<file path="src/rtl/cpu_ctrl_seq.sv">
// Instruction sequencer for the 8-bit accumulator CPU.
// Walks each instruction through fetch/decode/execute phases, waits on the
// multicycle float adder for ADD, and handles halt/resume and adder timeout.
module cpu_ctrl_seq #(
  parameter int ADD_WAIT_MAX = 15,
  parameter int CNT_W        = 8
) (
  input  logic       clk,
  input  logic       rst,
  input  logic [2:0] opcode,
  input  logic       is_zero,
  input  logic       alu_done,
  input  logic       run,
  output logic       sel,
  output logic       rd,
  output logic       wr,
  output logic       ld_ir,
  output logic       ld_ac,
  output logic       inc_pc,
  output logic       ld_pc,
  output logic       data_e,
  output logic       alu_start,
  output logic       halt,
  output logic       add_timeout,
  output logic [3:0] phase
);

  localparam logic [2:0] OPC_HLT = 3'b000;
  localparam logic [2:0] OPC_SKZ = 3'b001;
  localparam logic [2:0] OPC_ADD = 3'b010;
  localparam logic [2:0] OPC_AND = 3'b011;
  localparam logic [2:0] OPC_XOR = 3'b100;
  localparam logic [2:0] OPC_LDA = 3'b101;
  localparam logic [2:0] OPC_STO = 3'b110;
  localparam logic [2:0] OPC_JMP = 3'b111;

  localparam logic [CNT_W-1:0] WAIT_LAST = CNT_W'(ADD_WAIT_MAX - 1);

  typedef enum logic [3:0] {
    ST_INST_ADDR  = 4'd0,
    ST_INST_FETCH = 4'd1,
    ST_INST_LOAD  = 4'd2,
    ST_IDLE       = 4'd3,
    ST_OP_ADDR    = 4'd4,
    ST_OP_FETCH   = 4'd5,
    ST_ALU_OP     = 4'd6,
    ST_STORE      = 4'd7,
    ST_ALU_WAIT   = 4'd8,
    ST_HALTED     = 4'd9
  } state_t;

  state_t           state_q, state_d;
  logic [CNT_W-1:0] cnt_q, cnt_d;
  logic             add_timeout_q, add_timeout_d;
  logic             aluop;

  assign aluop = (opcode == OPC_ADD) || (opcode == OPC_AND) ||
                 (opcode == OPC_XOR) || (opcode == OPC_LDA);

  // Next-state, adder wait counter and sticky timeout flag.
  always_comb begin
    state_d       = state_q;
    cnt_d         = cnt_q;
    add_timeout_d = add_timeout_q;
    case (state_q)
      ST_INST_ADDR:  state_d = ST_INST_FETCH;
      ST_INST_FETCH: state_d = ST_INST_LOAD;
      ST_INST_LOAD:  state_d = ST_IDLE;
      ST_IDLE:       state_d = ST_OP_ADDR;
      ST_OP_ADDR:    state_d = (opcode == OPC_HLT) ? ST_HALTED : ST_OP_FETCH;
      ST_OP_FETCH:   state_d = ST_ALU_OP;
      ST_ALU_OP:     state_d = (opcode == OPC_ADD) ? ST_ALU_WAIT : ST_STORE;
      ST_ALU_WAIT: begin
        if (alu_done) begin
          state_d = ST_STORE;
          cnt_d   = '0;
        end else if (cnt_q == WAIT_LAST) begin
          state_d       = ST_HALTED;
          add_timeout_d = 1'b1;
          cnt_d         = '0;
        end else begin
          cnt_d = cnt_q + 1'b1;
        end
      end
      ST_STORE:      state_d = ST_INST_ADDR;
      ST_HALTED: begin
        if (run && !add_timeout_q) state_d = ST_INST_ADDR;
      end
      default: begin
        state_d = ST_INST_ADDR;
        cnt_d   = '0;
      end
    endcase
  end

  // Sequencer state registers; reset aborts any instruction in flight.
  always_ff @(posedge clk or posedge rst) begin
    if (rst) begin
      state_q       <= ST_INST_ADDR;
      cnt_q         <= '0;
      add_timeout_q <= 1'b0;
    end else begin
      state_q       <= state_d;
      cnt_q         <= cnt_d;
      add_timeout_q <= add_timeout_d;
    end
  end

  // Control decode from the current phase and the instruction in IR.
  always_comb begin
    sel       = 1'b0;
    rd        = 1'b0;
    wr        = 1'b0;
    ld_ir     = 1'b0;
    ld_ac     = 1'b0;
    inc_pc    = 1'b0;
    ld_pc     = 1'b0;
    data_e    = 1'b0;
    alu_start = 1'b0;
    halt      = 1'b0;
    case (state_q)
      ST_INST_ADDR: sel = 1'b1;
      ST_INST_FETCH: begin
        sel = 1'b1;
        rd  = 1'b1;
      end
      ST_INST_LOAD, ST_IDLE: begin
        sel   = 1'b1;
        rd    = 1'b1;
        ld_ir = 1'b1;
      end
      ST_OP_ADDR:  inc_pc = 1'b1;
      ST_OP_FETCH: rd = aluop;
      ST_ALU_OP: begin
        rd        = aluop;
        inc_pc    = (opcode == OPC_SKZ) && is_zero;
        ld_pc     = (opcode == OPC_JMP);
        data_e    = (opcode == OPC_STO);
        alu_start = (opcode == OPC_ADD);
      end
      ST_ALU_WAIT: rd = 1'b1;
      ST_STORE: begin
        rd     = aluop;
        ld_ac  = aluop;
        ld_pc  = (opcode == OPC_JMP);
        data_e = (opcode == OPC_STO);
        wr     = (opcode == OPC_STO);
      end
      ST_HALTED: halt = 1'b1;
      default: ;
    endcase
  end

  assign add_timeout = add_timeout_q;
  assign phase       = state_q;

endmodule

</file>
<file path="config.mk">
export PLATFORM = sky130hd
export DESIGN_NAME = cpu_ctrl_seq
export DESIGN_NICKNAME = d
export VERILOG_FILES = /design/src/rtl/cpu_ctrl_seq.sv
export SDC_FILE = /design/constraint.sdc
export NUM_CORES = 1
export LEC_CHECK = 0
export BUFFER_PORTS_ARGS = -buffer_cell sky130_fd_sc_hd__buf_2
export CORE_MARGIN = 2
export CORE_UTILIZATION = 42
export DETAILED_ROUTE_END_ITERATION = 10
export PLACE_DENSITY = 0.64
export SETUP_SLACK_MARGIN = 0.2
export SYNTH_ARGS = -nofsm -noshare
export SYNTH_HDL_FRONTEND = slang
export SYNTH_SLANG_ARGS = --single-unit
</file>
<file path="constraint.sdc">
create_clock -name clk -period 1.6 [get_ports clk]
set_input_delay 0.32 -clock clk [delete_from_list [all_inputs] [get_ports clk]]
set_output_delay 0.32 -clock clk [all_outputs]
set_load 0.01 [all_outputs]
</file>
==> flow_summary_export.csv <==
group,metric,value,unit
clock_tree,cts_tree,"built",
setup_path,r2r_slack,90,ps
timing,tightest_slew,506,ps
yosys,synth_area_per_cell,8.70,um^2
timing,fin_skew,6.86,ps
setup_path,startpoint_type,"flip-flop",
yosys,async_flop_share,1.00,
pwr,p_per_area,1380,nW/um^2
clock_tree,clock_latency,290,ps
layout,final_cell_mix,"buf_2, buf_4, dfrtp_1",
yosys,yosysSeqAreaShare,0.374,
setup_path,r2r-start,"phase[2]$_DFFE_PP0P_",
detailed_routing,drt_iter0_markers,21,
detailed_routing,vias_per_cell,5.49,
grt,overflow,0,
detailed_routing,routed_wl,2.55,mm
layout,area_growth,54.5,%
floorplan,die_x,49.5,um
timing,holdWs,41.8,ps
floorplan,core-area,1960,um^2
grt,grt_max_degree,14,
yosys,syn_area,870,um^2
clock_tree,cts_inserted_buffers,3,
layout,nets,154,
yosys,ys_top_cells_by_area,"dfrtp_1, xor2_1, nand2_1",
floorplan,ios,23,
clock_tree,htree_levels,1,
pwr,p_leak,0.000645,uW
timing,drv_slew,0,
clock_tree,clk_pin_slew,80,ps
yosys,yosysUniqueCellTypes,35,
placement,place_congestion,0.840,
placement,place_ws,19.7,ps
floorplan,die_area,2450,um^2
clock_tree,max-clock-path-buffers,2,
layout,drive_above_1_share,0.517,
timing,setup_ws,-48.0,ps
yosys,synth_ff_type,"dfrtp_1",
placement,port_buffers,22,
detailed_routing,dr.pass1.iters,4,
timing,fmax,607,MHz
clock_tree,clk_root_buffer_cell,"clkbuf_4",
outcome,violations,"setup timing",
floorplan,start_util,0.443,
run,max_cap_violations,0,
setup_path,critPathCaptureType,"output port",
setup_path,cp.arrival,1330,ps
grt,grt_pass1_vias,899,
layout,final_common_cell,"buf_2",
timing,finalSetupViolations,5,
outcome,status,"finished, violations left",
timing,maxSlewHeadroom,0.663,
setup_path,worstSetupPathType,"flip-flop to output port",
yosys,synthCells,100,
yosys,synth_area_leader_cell,"dfrtp_1",
setup_path,required,1280,ps
floorplan,fp.dieH,49.5,um
setup_path,r2r-end,"cnt_q[6]$_DFFE_PP0N_",
placement,post-dp-hpwl,1.55,mm
grt,grt_pass1_wl,3.81,mm
floorplan,row_count,16,
pwr,vdd_drop_max,1.12,mV
timing,fin_crit,1650,ps
detailed_routing,ant_nets,0,
clock_tree,cts_sinks,13,
yosys,synth_edf_count,0,
yosys,netlist.area_leader.share,0.374,
setup_path,critPathMaxFanout,6,
detailed_routing,drc_errors,0,
yosys,yosysWarnings,0,
clock_tree,ctsHoldBuffers,0,
grt,antenna_found_initial,0,
timing,hold_viol_final,0,
timing,finalCritPeriodShare,1.03,
grt,grt_usage,0.204,
layout,num_antenna_cells,0,
yosys,syn-num-nets,110,
setup_path,r2r_cells,5,
worst_hold_path,holdCritPathClass,"primary input to asynchronous set/reset pin",
detailed_routing,wl_per_cell,15.0,um
yosys,ys_ff_latch,13,
detailed_routing,routed-via-count,933,
timing,rsz0062_at_grt,"true",
## logic make-up (layout without fill, tap and decap cells)
logic type / count (synthesis) / in the layout / synth area share
simple gates: 51 / 51 / 0.335
compound gates: 18 / 18 / 0.138
flops: 13 / 13 / 0.374
xor+xnor: 8 / 8 / 0.0806
buf+inv: 8 / 51 / 0.0432
fa+ha+maj: 2 / 2 / 0.0288
## Yosys cell counts (5+ instances only)
| cell | number |
|---|---|
| nor3_1 | 5 |
| dfrtp_1 | 13 |
| a21oi_1 | 5 |
| nand2_1 | 9 |
| nand2b_1 | 5 |
| o21ai_0 | 5 |
| nor2_1 | 9 |
| xor2_1 | 7 |
## stage by stage
step	std cells	TNS [ps]	area (um^2)	util	total power (uW)
after detailed placement	155	0	1090	0.557	1250
after CTS	167	-173	1270	0.648	1690
final	170	-162	1340	0.685	1860
after floorplan	100	0	913	-	1040
after global routing	170	-552	1340	0.685	1970
after global placement	155	0	1090	0.557	1230
## report_power, final
| part | total (uW) | switching, uW | internal, uW |
|---|---|---|---|
| Combinational | 1130 | 587 | 543 |
| Sequential | 519 | 106 | 413 |
| Clock | 208 | 111 | 97.2 |
| Total | 1860 | 803 | 1050 |
## worst max-delay path by stage
| stage | start | end | slack, ps | cells after the start |
|---|---|---|---|---|
| final | phase[2]$_DFFE_PP0P_ | rd | -50 | 5 |
| after global routing | phase[2]$_DFFE_PP0P_ | inc_pc | -100 | 5 |
| after CTS | phase[2]$_DFFE_PP0P_ | alu_start | -50 | 5 |
| after detailed placement | phase[1]$_DFFE_PP0P_ | wr | 20 | 4 |
| after global placement | opcode[0] | inc_pc | 40 | 5 |
| after floorplan | phase[3]$_DFFE_PP0P_ | wr | 140 | 3 |
## worst max-delay path: stages, from the launching register on
cell	delay (ps)
dfrtp_2	460
buf_4	160
a21oi_2	130
o21ai_2	70
o31ai_2	60
buf_2	160
## sequential cells by signal (all words and copies together) (netlist names)
signal	count
phase	4
add_timeout	1
cnt_q	8
## cell type report
| type | instances | area (um^2) |
|---|---|---|
| tap | 27 | 33.8 |
| clock buffer | 4 | 26.3 |
| inverter | 3 | 11.3 |
| fill | 151 | 618 |
| multi-input combinational | 79 | 647 |
| sequential | 13 | 329 |
| timing repair buffer | 44 | 297 |
## per-layer routing
| layer | global-route usage | wire [um] |
|---|---|---|
| met4 | 0.116 | 80 |
| met1 | 0.219 | 1050 |
| met5 | 0 | 0 |
| met2 | 0.381 | 1320 |
| met3 | 0.0273 | 94 |
## repair_timing
| action | 4_1_cts | 5_1_grt |
|---|---|---|
| setup endpoints to repair | 21 | 22 |
| resized for setup | 22 | 14 |
| pin swaps | 6 | 4 |
| setup buffers | 8 | 3 |
Power figures use the tool's default switching activity.
